[config.mk]
export PLATFORM = sky130hd
export DESIGN_NAME = ps2_keycode_tx
export DESIGN_NICKNAME = d
export VERILOG_FILES = /design/src/rtl/ps2_pkg.sv /design/src/rtl/ps2_frame_shift.sv /design/src/rtl/ps2_keycode_tx.sv
export SDC_FILE = /design/constraint.sdc
export NUM_CORES = 1
export LEC_CHECK = 0
export BUFFER_PORTS_ARGS = -buffer_cell sky130_fd_sc_hd__buf_2
export CAP_MARGIN = 5
export CORE_UTILIZATION = 53
export DETAILED_ROUTE_END_ITERATION = 8
export PLACE_DENSITY = 0.75
export SLEW_MARGIN = 0
export SYNTH_ARGS = -nofsm -noshare
export SYNTH_HDL_FRONTEND = slang
export SYNTH_SLANG_ARGS = --single-unit
[constraint.sdc]
create_clock -name CLK -period 2 [get_ports CLK]
set_input_delay 0.3 -clock CLK [delete_from_list [all_inputs] [get_ports CLK]]
set_output_delay 0.3 -clock CLK [all_outputs]
set_load 0.02 [all_outputs]
[src/rtl/ps2_pkg.sv]
// Shared PS/2 definitions: transmitter states, Set-2 make codes, break prefix
// and the hex-to-make-code lookup also used by the decoder-side bench.
package ps2_pkg;

    typedef enum logic [2:0] {
        IDLE,
        BIT_HI,
        BIT_LO,
        GAP,
        NEXT
    } ps2_tx_state_t;

    localparam logic [7:0] SET2_KEY_0 = 8'h45;
    localparam logic [7:0] SET2_KEY_1 = 8'h16;
    localparam logic [7:0] SET2_KEY_2 = 8'h1E;
    localparam logic [7:0] SET2_KEY_3 = 8'h26;
    localparam logic [7:0] SET2_KEY_4 = 8'h25;
    localparam logic [7:0] SET2_KEY_5 = 8'h2E;
    localparam logic [7:0] SET2_KEY_6 = 8'h36;
    localparam logic [7:0] SET2_KEY_7 = 8'h3D;
    localparam logic [7:0] SET2_KEY_8 = 8'h3E;
    localparam logic [7:0] SET2_KEY_9 = 8'h46;
    localparam logic [7:0] SET2_KEY_A = 8'h1C;
    localparam logic [7:0] SET2_KEY_B = 8'h32;
    localparam logic [7:0] SET2_KEY_C = 8'h21;
    localparam logic [7:0] SET2_KEY_D = 8'h23;
    localparam logic [7:0] SET2_KEY_E = 8'h24;
    localparam logic [7:0] SET2_KEY_F = 8'h2B;

    localparam logic [7:0] BREAK_PREFIX   = 8'hF0;
    localparam int         FRAME_LAST_BIT = 10;

    function automatic logic [7:0] hex_to_set2(input logic [3:0] key);
        logic [7:0] code;
        code = 8'h00;
        case (key)
            4'h0: code = SET2_KEY_0;
            4'h1: code = SET2_KEY_1;
            4'h2: code = SET2_KEY_2;
            4'h3: code = SET2_KEY_3;
            4'h4: code = SET2_KEY_4;
            4'h5: code = SET2_KEY_5;
            4'h6: code = SET2_KEY_6;
            4'h7: code = SET2_KEY_7;
            4'h8: code = SET2_KEY_8;
            4'h9: code = SET2_KEY_9;
            4'hA: code = SET2_KEY_A;
            4'hB: code = SET2_KEY_B;
            4'hC: code = SET2_KEY_C;
            4'hD: code = SET2_KEY_D;
            4'hE: code = SET2_KEY_E;
            4'hF: code = SET2_KEY_F;
        endcase
        return code;
    endfunction

endpackage

[src/rtl/ps2_frame_shift.sv]
// Holds one 11-bit PS/2 frame (start, 8 data LSB first, odd parity, stop)
// and exposes the bit that will be presented after the next shift.
module ps2_frame_shift (
    input  logic       CLK,
    input  logic       RST_N,
    input  logic       load,
    input  logic [7:0] data,
    input  logic       shift,
    output logic       next_bit
);

    logic [10:0] frame;

    // Stop-bit ones fill in from the top so an exhausted frame reads idle-high.
    always_ff @(posedge CLK or negedge RST_N) begin
        if (!RST_N) begin
            frame <= '1;
        end else if (load) begin
            frame <= {1'b1, ~^data, data, 1'b0};
        end else if (shift) begin
            frame <= {1'b1, frame[10:1]};
        end
    end

    assign next_bit = frame[1];

endmodule

[src/rtl/ps2_keycode_tx.sv]
// Hex key to PS/2 Set-2 make code encoder and device-to-host frame transmitter.
// Define PS2_KEYCODE_TX_BREAK_EN to send make, F0, make for every key.
module ps2_keycode_tx
    import ps2_pkg::*;
#(
    parameter int CLK_DIV = 2500,
    parameter int GAP_CYC = 5000
) (
    input  logic       CLK,
    input  logic       RST_N,
    input  logic [3:0] key_in,
    input  logic       key_valid,
    output logic       key_ready,
    output logic       ps2_clk,
    output logic       ps2_data,
    output logic       busy,
    output logic       done,
    output logic [7:0] code_out
);

    localparam int DIV_W = $clog2(CLK_DIV);
    localparam int GAP_W = $clog2(GAP_CYC + 1);
    localparam logic [DIV_W-1:0] DIV_LAST = DIV_W'(CLK_DIV - 1);
    localparam logic [GAP_W-1:0] GAP_LAST = GAP_W'(GAP_CYC - 1);

    ps2_tx_state_t    state, next_state;
    logic [DIV_W-1:0] div_cnt;
    logic [GAP_W-1:0] gap_cnt;
    logic [GAP_W-1:0] gap_limit;
    logic [3:0]       bit_idx;
    logic [7:0]       load_byte;
    logic             accept, load, shift, more;
    logic             div_last, gap_last, frame_bit;

`ifdef PS2_KEYCODE_TX_BREAK_EN
    // Inter-byte gaps give one cycle to NEXT so every byte slot stays the same length.
    localparam logic [GAP_W-1:0] GAP_SHORT = GAP_W'((GAP_CYC > 1) ? GAP_CYC - 2 : 0);
    logic [1:0] byte_idx;

    assign more      = (byte_idx != 2'd2);
    assign gap_limit = more ? GAP_SHORT : GAP_LAST;
`else
    assign more      = 1'b0;
    assign gap_limit = GAP_LAST;
`endif

    assign div_last = (div_cnt == DIV_LAST);
    assign gap_last = (gap_cnt == gap_limit);

    always_comb begin
        next_state = state;
        accept     = 1'b0;
        load       = 1'b0;
        shift      = 1'b0;
        load_byte  = hex_to_set2(key_in);
        case (state)
            IDLE: begin
                if (key_valid) begin
                    accept     = 1'b1;
                    load       = 1'b1;
                    next_state = BIT_HI;
                end
            end
            BIT_HI: begin
                if (div_last) next_state = BIT_LO;
            end
            BIT_LO: begin
                if (div_last) begin
                    if (bit_idx == 4'(FRAME_LAST_BIT)) begin
                        next_state = GAP;
                    end else begin
                        shift      = 1'b1;
                        next_state = BIT_HI;
                    end
                end
            end
            GAP: begin
                if (gap_last) next_state = more ? NEXT : IDLE;
            end
            NEXT: begin
                load       = 1'b1;
`ifdef PS2_KEYCODE_TX_BREAK_EN
                load_byte  = (byte_idx == 2'd1) ? BREAK_PREFIX : code_out;
`else
                load_byte  = code_out;
`endif
                next_state = BIT_HI;
            end
            default: next_state = IDLE;
        endcase
    end

    always_ff @(posedge CLK or negedge RST_N) begin
        if (!RST_N) begin
            state   <= IDLE;
            div_cnt <= '0;
            gap_cnt <= '0;
            bit_idx <= '0;
        end else begin
            state <= next_state;
            if (next_state != state) begin
                div_cnt <= '0;
                gap_cnt <= '0;
            end else begin
                if (state == BIT_HI || state == BIT_LO) div_cnt <= div_cnt + 1'b1;
                if (state == GAP) gap_cnt <= gap_cnt + 1'b1;
            end
            if (load) begin
                bit_idx <= '0;
            end else if (shift) begin
                bit_idx <= bit_idx + 4'd1;
            end
        end
    end

    // Outputs follow next_state so each one is a flop aligned with the state register.
    // ps2_data only moves on entry to BIT_HI; a load always presents the start bit.
    always_ff @(posedge CLK or negedge RST_N) begin
        if (!RST_N) begin
            ps2_clk   <= 1'b1;
            ps2_data  <= 1'b1;
            busy      <= 1'b0;
            done      <= 1'b0;
            key_ready <= 1'b1;
            code_out  <= 8'h00;
        end else begin
            ps2_clk   <= (next_state != BIT_LO);
            busy      <= (next_state != IDLE);
            key_ready <= (next_state == IDLE);
            done      <= (state == GAP) && (next_state == IDLE);
            if (load) begin
                ps2_data <= 1'b0;
            end else if (shift) begin
                ps2_data <= frame_bit;
            end
            if (accept) code_out <= hex_to_set2(key_in);
        end
    end

`ifdef PS2_KEYCODE_TX_BREAK_EN
    always_ff @(posedge CLK or negedge RST_N) begin
        if (!RST_N) begin
            byte_idx <= '0;
        end else if (accept) begin
            byte_idx <= '0;
        end else if (state == GAP && next_state == NEXT) begin
            byte_idx <= byte_idx + 2'd1;
        end
    end
`endif

    ps2_frame_shift u_frame_shift (
        .CLK      (CLK),
        .RST_N    (RST_N),
        .load     (load),
        .data     (load_byte),
        .shift    (shift),
        .next_bit (frame_bit)
    );

endmodule
Word level (Yosys, flattened, before mapping). Memories as Yosys holds them, arrays and structs flattened. A register that Yosys moved wholly into a read port is not among the register bits. Index checks and enable logic that the tools add are counted.

Flip-flop bits (word level): 56. Bits in read-only memories: 224. Bits of input ports: 7. Output and inout bits: 13. Word-level logic and storage cells: 58. Memories kept: 2.

Memories: (no name shown) (depth 16, bits a word 7, read ports 1, clocked after Yosys merged registers in 1, write ports 0, RTL line ps2_pkg.sv:36) `case (key)`; (no name shown) (depth 16, bits a word 7, read ports 1, clocked after Yosys merged registers in 0, write ports 0, RTL line ps2_pkg.sv:36).

$add $sub $neg: 3. Equal/unequal tests: 9. Muxes and demuxes: 23. Reductions and logical operators: 10.

Operator list (count): 2-to-1 mux 13 bit (2); 2-to-1 mux 12 bit (2); 2-to-1 mux 11 bit (2); case mux 3 bit (5 select lines) (1); adder 13 x 1 -> 13 bit (second input constant) (1); equality test 13 bit (second input constant) (1); adder 12 x 1 -> 12 bit (second input constant) (1); equality test 12 bit (second input constant) (1); 2-to-1 mux 3 bit (4); 2-to-1 mux 4 bit (2); 2-to-1 mux 8 bit (1); XNOR reduction 8 bit (1); 2-to-1 mux 1 bit (7); equality test 3 x 2 -> 1 bit (second input constant) (2); logical NOT 3 bit (2); nonzero test 2 bit (3); adder 4 x 1 -> 4 bit (second input constant) (1); equality test 4 bit (second input constant) (1); equality test 3 x 1 -> 1 bit (second input constant) (1); equality test 3 bit (second input constant) (1); inequality test 3 x 2 -> 1 bit (second input constant) (1); inequality test 3 bit (1); nonzero test 3 bit (1); 2-to-1 mux 2 bit (1); other kinds (4) (4).

Logic depth before layout (Yosys ltp). Gate-level depths: netlist of the first run.

Word-level depth: 6. Depth in mapped cells: 8. Mapped depth without buffers: 8.

Hierarchy. Synthesis of the first run repeated with hierarchy kept, for this count alone.

Cell total of the unflattened synthesis: 314. Area, all modules: 3021.6 µm².

By module, submodules not included: ps2_keycode_tx (times used 1, cells an instance 269, area an instance 2549.9 µm², seq. area each 1104.8 µm²); ps2_frame_shift (times used 1, cells an instance 45, area an instance 471.7 µm², seq. area each 236.5 µm²).

Least setup slack after synthesis of the first run. Ideal clock, no wire load.

Path type: input port to flip-flop. Start: in key_in[1]. End: reg u_frame_shift.frame[9]. Library setup time: 0.088 ns. Arrival: 2.175 ns. Required time: 1.912 ns. Path slack: -0.263 ns. Stages on the path: 8. Path buffers: 0. Cell sequence: inv_1 > ha_1 > mux2i_1 > a22oi_1 > mux2i_1 > or4b_4 > a2111oi_2 > nor3b_1.

Cells in the longest elaborated chain, start to end: 4.

Ends and longest elaborated chain: start: declaration (RTL line ps2_keycode_tx.sv:11) `input logic [3:0] key_in,`; memory read (16 x 7 bit); 2-to-1 mux 8 bit (RTL line ps2_keycode_tx.sv:56) `case (state)`; XNOR reduction 8 bit (RTL line ps2_frame_shift.sv:19) `frame <= {1'b1, ~^data, data, 1'b0};`; 2-to-1 mux 11 bit (RTL line ps2_frame_shift.sv:18) `end else if (load) begin`; end signal: assignment (RTL line ps2_frame_shift.sv:19); end signal: assignment (RTL line ps2_frame_shift.sv:21) `frame <= {1'b1, frame[10:1]};`; end: declaration (RTL line ps2_frame_shift.sv:12) `logic [10:0] frame;`.

Every way passes these cells. A chain may end at the register's enable or synchronous reset.

Final worst setup path of the first run.
Start: reg div_cnt[10]. End: reg bit_idx[3].

Cells in the longest elaborated chain, start to end: 4.

Ends and longest elaborated chain: start: declaration (RTL line ps2_keycode_tx.sv:27) `logic [DIV_W-1:0] div_cnt;`; start signal: assignment (RTL line ps2_keycode_tx.sv:105) `if (state == BIT_HI || state == BIT_LO) div_cnt <= div_cnt + 1'b1;`; equality test 12 bit (RTL line ps2_keycode_tx.sv:47) `assign div_last = (div_cnt == DIV_LAST);`; 2-to-1 mux 1 bit (RTL line ps2_keycode_tx.sv:68) `if (div_last) begin`; 2-to-1 mux 1 bit (RTL line ps2_keycode_tx.sv:56); nonzero test 2 bit (no line); end signal: assignment (RTL line ps2_keycode_tx.sv:111) `bit_idx <= bit_idx + 4'd1;`; end: declaration (RTL line ps2_keycode_tx.sv:30) `logic [3:0] bit_idx;`.

Every way passes these cells.

==> results.md, run 1 <==
- The run finished with clean final reports.
- In this run the worst hold path is classified as in2async.
- Of the total power, the clock network draws 0.224.
- The wire length of the first global-routing pass is 10610 µm.
- The detailed placement HPWL is 4476 µm.
- The net switching fraction of the power is 0.3332.
- The commonest non-fill, non-tap cell in the layout is sky130_fd_sc_hd__nor2_1.
- The number of flops mapped to enable cells by yosys is 0.
- After detailed routing, the number of vias per cell comes to between 5 and 6.
- The worst IR drop on VDD is 0.0005695 V.
- Based on the critical path, the design can be clocked at up to 0.5200 GHz.
- In this run, CTS created clock tree buffers numbering 5.
- After the first detailed-routing iteration, the DRC count stood at 131.
- The number of different library cells in the post-synthesis netlist is 54.
- The data required time of the critical path is about 2.2 ns.
- The mean post-synth cell area is ~9.8 µm².
- The die covers ~6000 µm².
- Measured along the x axis, the die boundary spans 77.79 µm.
- The root buffer cell is sky130_fd_sc_hd__clkbuf_8.
- In the layout the commonest cells are sky130_fd_sc_hd__nor2_1 (58), sky130_fd_sc_hd__dfrtp_1 (40), sky130_fd_sc_hd__buf_4 (38).
- TritonCTS built the clock tree.
- The cell count after synthesis is 312.
- The tightest hold path in the finished design has a slack of 0.09955 ns.
- Setup repair after global routing could not meet its margin everywhere.
- The detailed router placed 2402 vias in this run.
- The total count of hold-check failures in the final report is 0.
- Once layout is complete, the cells apart from fillers number 439.
- The ratio of total power to cell area is 782.1 nW/µm².
- The placeable core region is between 5000 and 6000 µm².
- For the worst flop-to-flop path, the logic depth is 7.
- The all-layer global routing usage is 0.2206.
- The number of nets with antenna violations after detailed routing is 0.
- Setup violations remaining at the end of the flow were counted as 0.
- In this run the static leakage power is 1.649 nW.
- The reported max-cap violation count is 0.
- The H-tree level count is 2.
- Adding up every negative setup slack in the final design gives 0 ns.
- The vertical die dimension is 77.79 µm.
- Of the available clock period, the critical path in the final layout requires 0.9615.
- The number of placed instances, taps included is ~430.
- Clock tree synthesis found a total of 53 sinks.
- The count of TritonRoute iterations in the first routing pass is 4.
- The signal arrival time at the worst endpoint is approximately 2.1 ns.
- The number of buffers on the longest clock path is 2.
- The cell row count is 27.
- Once layout is complete, the utilization of the core stands at 0.6673.
- The net switching power is 0.9576 mW.
- The total DRC errors in the routed layout is 0.
- Of the synthesized area, sequential elements account for 0.4406.
- The critical path class is reg2reg.
- The final critical delay including setup and external delays is 1.923 ns.
- The total congestion overflow after global routing is 0.
- The area growth from synthesis to layout is 20.72%.
- The share of total power dissipated in combinational logic is 0.293.
- The number of global-route vias before repair was 2406.
- The actual slew at the worst max-slew pin is 0.7073 ns.
- The I/O pin count is 20.
- The critical path capture point type is a flip-flop.
- Setup slack on the worst reg-to-reg path comes out at 0.08 ns.
- The count of final max-slew check failures is 0.
- After the last flow step, the layout net total stands at 383.
- Along the worst path, the maximum fanout reaches 3.
- The post-synthesis instance area is 3044 µm².
- Headroom to the max-slew limit came out at 0.5218.
- For the worst-skew pair, the clock arrives at the later sink with an insertion delay of 0.31 ns.
- The maximum number of pins on one net before global-route repair is 54.
- For this run, the leading register cell type out of synthesis is sky130_fd_sc_hd__dfrtp_1.
- Yosys printed 0 warnings.
- The fraction of synthesis flops using an asynchronous set or reset pin is 1.000.
- The number of antenna violations at the first check in global routing was 0.
- The initial standard-cell utilization of the core is 0.5528.
- The number of hold-repair buffers added at the cts stage is 0.
- The internal power contribution is 1.916 mW.
- The number of antenna diodes in the final layout is 0.
- Of the total power, registers draw 0.482.
- Of the cells placed in the final design, the portion with a size suffix greater than 1 is 0.2807.
- The count of input and output buffers is 18.
- The worst setup skew after layout is 0.004207 ns.
- The total length of routed wires is 6230 µm.
- Synthesis inferred 53 register bits.
- The wire length per cell after detailed routing is around 14 µm.
- Clock-pin slew was measured on the worst setup and hold paths at 0.10 ns.
- The critical path launch point type is a flip-flop.
- The weighted congestion at the end of routability-driven global placement is 0.8489.
metrics by stage:
step | cell area [µm²] | total power, mW | setup WS, ns
after floorplan | 3083 | 1.924 | -0.1363
after global placement | 3457 | 2.181 | -0.2911
after detailed placement | 3457 | 2.209 | -0.3552
after CTS | 3557 | 2.852 | 0.01736
after global routing | 3675 | 3.040 | -0.06103
final | 3675 | 2.874 | 0.07697
routing by layer:
layer  share of wire  wire [µm]  global-route usage
met5               0          0                   0
met4           0.010         63             0.06226
met3           0.024        148             0.04118
met2            0.53       3276              0.4106
met1            0.44       2742              0.2555
final timing paths:
check / end / from
min reg2reg: u_frame_shift.frame[0] / u_frame_shift.frame[0]
min: div_cnt[7] / RST_N
min in group CLK: done / key_valid
max reg2reg: bit_idx[3] / div_cnt[10]
max: bit_idx[3] / div_cnt[10]
max in group asynchronous: state[0] / RST_N
flip-flops by register name, indices dropped and copies added (netlist names):
| name | count |
|---|---|
| bit_idx | 4 |
| busy | 1 |
| code_out | 7 |
| div_cnt | 12 |
| done | 1 |
| gap_cnt | 13 |
| key_ready | 1 |
| ps2_clk | 1 |
| state | 3 |
| u_frame_shift.frame | 10 |
kinds of logic (layout without fill, tap and decap cells):
family | after synthesis | in the layout | share of synthesized area
mux | 21 | 21 | 0.07521
compound gates | 47 | 47 | 0.1036
other cells | 1 | 2 | 0.001232
simple gates | 124 | 124 | 0.2055
fa+ha+maj | 10 | 10 | 0.04110
xor+xnor | 34 | 34 | 0.09782
flops | 53 | 53 | 0.4406
buf+inv | 22 | 76 | 0.03494
power groups by stage:
| stage | logic, mW | clock network (mW) | registers [mW] |
|---|---|---|---|
| 6_report | 0.843 | 0.644 | 1.39 |
| 5_1_grt | 0.926 | 0.706 | 1.41 |
| 4_1_cts | 0.815 | 0.659 | 1.38 |
| 3_5_place_dp | 0.813 | 0 | 1.40 |
| 3_3_place_gp | 0.789 | 0 | 1.39 |
| 2_1_floorplan | 0.485 | 0 | 1.44 |
critical path, cell delays in order (launching register included):
cell and delay (ns):
sky130_fd_sc_hd__dfrtp_1 0.43, sky130_fd_sc_hd__nor4b_2 0.34, sky130_fd_sc_hd__nand3_2 0.16, sky130_fd_sc_hd__nor4_4 0.38, sky130_fd_sc_hd__buf_4 0.17, sky130_fd_sc_hd__nand4_1 0.10
sky130_fd_sc_hd__xor2_1 0.17, sky130_fd_sc_hd__nor2_1 0.05
final cells by class:
class / instances / area, µm²
Multi-Input combinational cell: 238 / 1690
Fill cell: 455 / 1832
Tap cell: 72 / 90.09
Sequential cell: 53 / 1343
Inverter: 10 / 45.04
Clock buffer: 6 / 82.58
Clock inverter: 2 / 13.76
Timing Repair Buffer: 58 / 410.4
Yosys cell counts, drive strengths merged (2+ instances only):
master	count	area [µm²]
and4	2	17.52
nor2	58	217.7
nand4	6	37.54
nor4b	2	17.52
nor3b	4	41.29
and3	4	25.02
clkbuf	3	11.26
a211oi	6	50.05
nand3	10	50.05
dfrtp	41	1026
xnor2	10	87.58
a22oi	2	15.01
o21a	3	22.52
nand2	19	71.32
buf	9	57.55
mux2	2	26.27
nand2b	5	31.28
mux2i	18	180.2
o21bai	2	15.01
xor2	24	210.2
ha	10	125.1
o21ai	8	40.03
nand3b	2	15.01
a21oi	16	80.08
inv	10	37.54
dfstp	12	315.3
o22a	2	17.52
nor3	3	15.01
what timing repair did:
item,in CTS,in global routing
buffers inserted,0,4
gates resized for setup,2,23
gates cloned,0,1
pin swaps,0,11
setup endpoints to repair,2,38
(Power assumes the default switching activity.)
==> run 2: changes to the inputs <==
Clock period 2 ns to 1.7 ns, I/O delays scaled along.
==> run 2 against run 1 <==
The flow now finishes with violations (setup timing). Core utilization increased by 7.1 points. Register-to-register slack lost 0.28 ns. Global-route usage up 1.9 points. Setup slack worse by 0.28 ns. Highest routed layer unchanged.
==> results.md, run 2 (synthesis results as in run 1) <==
- The clock-pin slew reported for the worst setup and hold paths after clock tree synthesis is 0.10 ns (about the same).
- The total DRC errors in the routed layout is 0 (unchanged).
- The full die area came to 6051 µm² (unchanged).
- Leaving out fill and tap cells, the most frequent cell in the layout is sky130_fd_sc_hd__buf_4.
- The net switching fraction of the power is 0.3355 (+0.002252).
- The total length of routed wires is 6532 µm (+4.8%).
- The worst setup skew after layout is 0.006321 ns (+0.002114 ns).
- The number of antenna violations at the first check in global routing is 0 (unchanged).
- In the layout the commonest cells are sky130_fd_sc_hd__buf_4 (68), sky130_fd_sc_hd__nor2_1 (54), sky130_fd_sc_hd__dfrtp_1 (40).
- The root buffer cell is sky130_fd_sc_hd__clkbuf_8.
- The critical path launch point type is an input port.
- The total via count in the routed design came to 2494 (+3.8%).
- The class of the tightest hold or removal check is in2reg.
- The number of global-route vias before repair came to 2638 (+9.6%).
- The count of TritonRoute iterations in the first routing pass is 4 (unchanged).
- The largest fanout of any net on the critical path is 3 (unchanged).
- The reported max-cap violation count is 0 (unchanged).
- The H-tree level count is 2 (unchanged).
- The final-report setup violation count was 37 (+37).
- The actual slew at the worst max-slew pin is 0.5291 ns (-0.1783 ns).
- The least setup slack across all paths after layout is -0.1982 ns (-0.2751 ns).
- The final antenna diode count is 0 (unchanged).
- The part of the power in registers is 0.457 (-0.025).
- The utilization after layout is 0.7387 (+0.07135).
- The ratio of total power to cell area came to 863.5 nW/µm² (+10%).
- The part of the cycle the worst path needs is 1.117.
- The final design instance area without fill is 4068 µm² (+11%).
- The total congestion overflow after global routing is 0 (unchanged).
- The initial standard-cell utilization of the core was 0.5528 (unchanged).
- Setup repair after global routing could not meet its margin everywhere.
- Static timing analysis puts the maximum clock frequency at 0.5268 GHz.
- The cell area reported after detailed placement is 3796 µm² (+9.8%).
- The detailed router's first-iteration violation count is 77 (-41%).
- The final reports fail on setup timing.
- The cell row count is 27 (unchanged).
- The internal power contribution came to 2.334 mW (+22%).
- The clock latency on the worst-skew pair is 0.31 ns (about the same).
- TritonCTS built the clock tree.
- The wire length of the first global-routing pass is 11490 µm (+8.3%).
- The weighted congestion at the end of routability-driven global placement is 0.7989 (-5.9%).
- The count of cells along the worst register-to-register path is 6 (-1).
- The detailed placement HPWL is 4790 µm (+7.0%).
- The net switching power was 1.178 mW (+23%).
- The all-layer global routing usage is 0.2395 (+0.01883).
- The count of final max-slew check failures is 0 (unchanged).
- The share of layout cells above drive strength 1 is 0.3738 (+0.09311).
- The number of buffers added by the clock tree synthesis step is 5 (unchanged).
- The I/O pin count is 20 (unchanged).
- The worst setup path is of the in2reg kind.
- Counting flops per register, the top entry is gap_cnt.
- The signal arrival time at the worst endpoint was 2.14 ns (+0.02 ns).
- The total count of hold-check failures in the final report is 0 (unchanged).
- The flow ran to the end, but the final reports show violations.
- The maximum number of pins on one net before global-route repair is 24 (-56%).
- The count of input and output buffers is 18 (unchanged).
- The critical path capture point type is a flip-flop.
- The largest registers in the layout are gap_cnt x13, div_cnt x12, u_frame_shift.frame x10.
- The number of flip-flops in the largest register came to 13 (unchanged).
- The number of nets in the layout is 420 (+9.7%).
- The leakage power total is 1.862 nW (+13%).
- The number of buffers on the longest clock path was 2 (unchanged).
- The total power after layout is 3.512 mW (+22%).
- The data required time of the critical path is 1.94 ns (-0.25 ns).
- The number of nets with antenna violations after detailed routing is 0 (unchanged).
- The worst IR drop on VDD came to 0.0006148 V (+8.0%).
- The combinational power share is 0.331 (+0.038).
- Counting instances, the worst hold path has a depth of 4.
- The part of the power in the clock network is 0.212 (-0.012).
- The placeable core region was 5507 µm² (unchanged).
- The vertical die dimension is 77.79 µm (unchanged).
- The final critical delay including setup and external delays is ~1.9 ns.
- The die width is 77.79 µm (unchanged).
- The sink count of the clock tree was 53 (unchanged).
- The wire length per cell after detailed routing is 13.72 µm (-3.3%).
- The detailed-route vias per instance is 5.239 (-4.2%).
- From synthesis to final layout, the design area changed by 33.62%.
- The worst-case headroom to the max-slew limit is 0.6472 (+0.1254).
## run 2: cell types whose count changed in the layout (fill, tap and decap cells not counted), moves of 3 or more
cell	delta
sky130_fd_sc_hd__buf_4	+30
sky130_fd_sc_hd__mux2i_2	-3
sky130_fd_sc_hd__buf_12	+4
sky130_fd_sc_hd__nor2_1	-4
sky130_fd_sc_hd__nand2_1	-3
sky130_fd_sc_hd__mux2i_1	+3
sky130_fd_sc_hd__nor2_4	+3
## run 2: final timing paths
| check | from | to | slack, ns |
|---|---|---|---|
| max in group asynchronous | RST_N | ps2_clk | 0.65 |
| worst min-delay path | key_valid | key_ready | 0.41 |
| worst max-delay path | key_in[1] | u_frame_shift.frame[9] | -0.20 |
| worst max register to register | state[1] | u_frame_shift.frame[9] | -0.20 |
| worst min register to register | bit_idx[3] | bit_idx[3] | 0.55 |
| min in group asynchronous | RST_N | div_cnt[10] | 0.44 |
## run 2: timing repair
action                                  in CTS  in global routing
buffers inserted                             4                  3
gates resized for setup                      9                 20
endpoints found under the setup margin      39                 44
pin swaps                                    8                 10
hold endpoints to repair                    19                  0
hold buffers                                 1                  0
gates cloned                                 0                  1
## run 2: metrics by stage
stage	std cells	hold slack, ns	worst slack, ns	TNS [ns]
5_1_grt	476	0.4305	-0.3083	-6.887
4_1_cts	473	0.4038	-0.2097	-3.406
6_report	476	0.4090	-0.1982	-2.526
3_5_place_dp	460	0.2602	-0.6058	-4.063
2_1_floorplan	313	-0.04059	-0.3913	-1.490
3_3_place_gp	460	0.2507	-0.5315	-4.103
## run 2: area by class of cell
cell class	instances	area (µm²)
inverters	10	37.54
flip-flops and latches	53	1343
fillers	401	1439
repair buffers	95	749.5
well taps	72	90.09
multi-input cells	238	1753
clock buffers	5	68.82
clock inverters	3	26.28
## run 2: metal layers
| layer | vias up | GRT usage | share of wire |
|---|---|---|---|
| li1 | 1252 | - | - |
| met1 | 1221 | 0.2837 | 0.43 |
| met2 | 14 | 0.4416 | 0.54 |
| met3 | 7 | 0.04235 | 0.021 |
| met4 | 0 | 0.06415 | 0.0090 |
| met5 | - | 0 | 0 |
## run 2: power groups by stage
| stage | clock network, mW | logic, mW | registers (mW) |
|---|---|---|---|
| 3_5_place_dp | 0 | 1.12 | 1.62 |
| 5_1_grt | 0.825 | 1.27 | 1.63 |
| 3_3_place_gp | 0 | 1.10 | 1.62 |
| 6_report | 0.746 | 1.16 | 1.60 |
| 2_1_floorplan | 0 | 0.589 | 1.69 |
| 4_1_cts | 0.774 | 1.16 | 1.60 |
## run 2: worst max-delay path: stages
cell,delay [ns]
sky130_fd_sc_hd__buf_2,0.10
sky130_fd_sc_hd__inv_1,0.09
sky130_fd_sc_hd__ha_4,0.29
sky130_fd_sc_hd__mux2i_1,0.08
sky130_fd_sc_hd__a22oi_2,0.20
sky130_fd_sc_hd__mux2i_1,0.23
sky130_fd_sc_hd__or4b_4,0.51
sky130_fd_sc_hd__a2111oi_4,0.31
sky130_fd_sc_hd__nor3b_1,0.08
==> run 3: changes to the inputs <==
Settings changed: SETUP_SLACK_MARGIN from default to 0.05.
==> run 3 against run 2 <==
The run still ends with setup timing left. Combinational power about the same. Register-to-register slack about the same. Critical path depth decreased by 3. Setup slack got worse by 0.0035 ns. Clock power decreased by 5.6%. Total power about the same. Critical endpoint unchanged. Largest power group unchanged.
==> results.md, run 3 (synthesis results as in run 1) <==
- The critical path launch point type is a flip-flop.
- The most flop-heavy register is gap_cnt.
- The total congestion overflow after global routing is 0 (unchanged).
- The wire length per cell after detailed routing is 14.95 µm (+9.0%).
- The final-report setup violation count is 38 (+2.7%).
- The reported max-cap violation count is 0 (unchanged).
- The die width is 77.79 µm (unchanged).
- The detailed router's first-iteration violation count was 101 (+31%).
- The worst setup path is of the reg2reg kind.
- The tree is rooted in a sky130_fd_sc_hd__clkbuf_8.
- The checks that failed: setup timing.
- The flow ran to the end, but the final reports show violations.
- The placeable core region was 5507 µm² (unchanged).
- The detailed-route vias per instance came to 5.362 (+2.3%).
- The actual slew at the worst max-slew pin came to 0.7133 ns (+0.1842 ns).
- The final design instance area without fill was 4095 µm² (+0.68%).
- The register area is 1341 µm² (about the same).
- The detailed placement HPWL was 4894 µm (+2.2%).
- The number of antenna violations at the first check in global routing is 0 (unchanged).
- The peak clock frequency supported by timing was 0.5259 GHz (-0.18%).
- TritonCTS built the clock tree.
- The min-delay analysis places its worst path in the category in2async.
- The vertical die dimension is 77.79 µm (unchanged).
- The total DRC errors in the routed layout is 0 (unchanged).
- The number of flip-flops in the largest register is 13 (unchanged).
- The number of nets in the layout is 417 (-0.71%).
- The utilization after layout is 0.7437 (+0.004999).
- The clock-pin slew reported for the worst setup and hold paths after clock tree synthesis came to 0.10 ns (about the same).
- The total count of hold-check failures in the final report is 0 (unchanged).
- The final antenna diode count is 0 (unchanged).
- The clock latency on the worst-skew pair is 0.31 ns (about the same).
- The weighted congestion at the end of routability-driven global placement is 0.8307 (+4.0%).
- The final critical delay including setup and external delays is 1.902 ns (+0.003487 ns).
- The ratio of total power to cell area is 858.4 nW/µm² (-0.58%).
- The number of global-route vias before repair was 2653 (+0.57%).
- The number of nets with antenna violations after detailed routing is 0 (unchanged).
- The I/O pin count is 20 (unchanged).
- The H-tree level count is 2 (unchanged).
- The initial standard-cell utilization of the core is 0.5528 (unchanged).
- The leakage power total is 1.840 nW (-1.2%).
- The number of buffers on the longest clock path was 2 (unchanged).
- The area growth from synthesis to layout is 34.53%.
- The worst setup path is captured at a flip-flop.
- The worst setup slack before clock tree synthesis is -0.5846 ns (+0.02121 ns).
- The least setup slack across all paths after layout was -0.2016 ns (-0.003487 ns).
- The total length of routed wires is 7072 µm (+8.3%).
- The data required time of the critical path is 1.93 ns (about the same).
- The cell row count was 27 (unchanged).
- The count of input and output buffers is 18 (unchanged).
- The largest fanout of any net on the critical path is 4 (+1).
- The number of fill cells in the layout came to 389 (-3.0%).
- The largest registers in the layout are gap_cnt x13, div_cnt x12, u_frame_shift.frame x10.
- Setup repair after global routing could not meet its margin everywhere.
- The number of buffers added by the clock tree synthesis step was 5 (unchanged).
- The worst IR drop on VDD is 0.0006992 V (+14%).
- The part of the cycle the worst path needs is 1.119 (+0.002051).
- The count of cells along the worst register-to-register path is 6 (unchanged).
- The worst-case headroom to the max-slew limit is 0.5244 (-0.1228).
- The library cells used most frequently in the layout, excluding fill and tap cells, are sky130_fd_sc_hd__buf_4 (64), sky130_fd_sc_hd__nor2_1 (48), sky130_fd_sc_hd__dfrtp_1 (41).
- The library cell used most frequently in the layout, excluding fill and tap cells, is sky130_fd_sc_hd__buf_4.
- The number of placed instances, taps included is 456 (-0.87%).
- The worst setup skew after layout was 0.009771 ns (+0.003451 ns).
- The full die area is 6051 µm² (unchanged).
- The maximum number of pins on one net before global-route repair was 50 (+110%).
- The total via count in the routed design came to 2536 (+1.7%).
- The non-filler instance count after layout is 473 (-0.63%).
- The all-layer global routing usage is 0.2471 (+0.007607).
- The sink count of the clock tree is 53 (unchanged).
- The count of TritonRoute iterations in the first routing pass is 4 (unchanged).
- The count of final max-slew check failures came to 0 (unchanged).
- The signal arrival time at the worst endpoint is 2.13 ns (about the same).
- The share of layout cells above drive strength 1 came to 0.3865 (+0.01277).
- The multi-input combinational cell area was 1812 µm² (+3.4%).
- The smallest hold slack is 0.3243 ns (-0.08474 ns).
- The cell area reported after detailed placement is 3754 µm² (-1.1%).
- The wire length of the first global-routing pass is 11760 µm (+2.3%).
==> run 3: worst max-delay path, cell delays in order, from the launching register on <==
cell and delay, ns:
sky130_fd_sc_hd__dfrtp_1 0.45, sky130_fd_sc_hd__nor3b_4 0.24, sky130_fd_sc_hd__nor3_2 0.07, sky130_fd_sc_hd__mux2i_1 0.17, sky130_fd_sc_hd__or4b_4 0.51, sky130_fd_sc_hd__a2111oi_4 0.31, sky130_fd_sc_hd__nor3b_2 0.08
==> run 3: per-layer routing <==
metal,vias to the layer above,wire length [µm],global-route usage
li1,1240,-,-
met1,1253,2947,0.2777
met2,32,3836,0.4611
met3,11,182,0.04824
met4,0,106,0.08491
met5,-,0,0
==> run 3: power by group <==
| group | leakage [nW] | internal, mW | switching (mW) |
|---|---|---|---|
| Combinational | 1.12 | 0.552 | 0.641 |
| Clock | 0.0385 | 0.293 | 0.411 |
| Sequential | 0.677 | 1.49 | 0.132 |
| Total | 1.84 | 2.33 | 1.18 |
==> run 3: final timing paths <==
check / slack, ns / startpoint / to
min reg2reg: 0.54 / u_frame_shift.frame[0] / u_frame_shift.frame[0]
max reg2reg: -0.20 / state[0] / u_frame_shift.frame[9]
max in group asynchronous: 0.84 / RST_N / ps2_clk
min: 0.32 / RST_N / code_out[0]
max: -0.20 / state[0] / u_frame_shift.frame[9]
min in group CLK: 0.44 / key_in[2] / code_out[6]
==> run 3: area by class of cell <==
type                       instances  share of cell area
multi-input combinational        238              0.4424
sequential                        53              0.3275
timing repair buffer              92              0.1778
tap                               72             0.02200
clock buffer                       7             0.01864
inverter                          10            0.009777
clock inverter                     1            0.001833
==> run 3: metrics by stage <==
| step | power [mW] | setup TNS [ns] |
|---|---|---|
| after CTS | 3.464 | -4.242 |
| after detailed placement | 2.733 | -3.964 |
| after floorplan | 2.282 | -1.490 |
| after global routing | 3.699 | -7.306 |
| final | 3.515 | -4.646 |
| after global placement | 2.698 | -3.094 |
==> run 3: what timing repair did <==
item / in CTS / in global routing
endpoints found under the hold margin: 4 / 0
buffers inserted: 1 / 7
gates resized for setup: 20 / 23
setup endpoints to repair: 40 / 43
hold buffers: 1 / 0
pin swaps: 9 / 14
gates cloned: 1 / 0
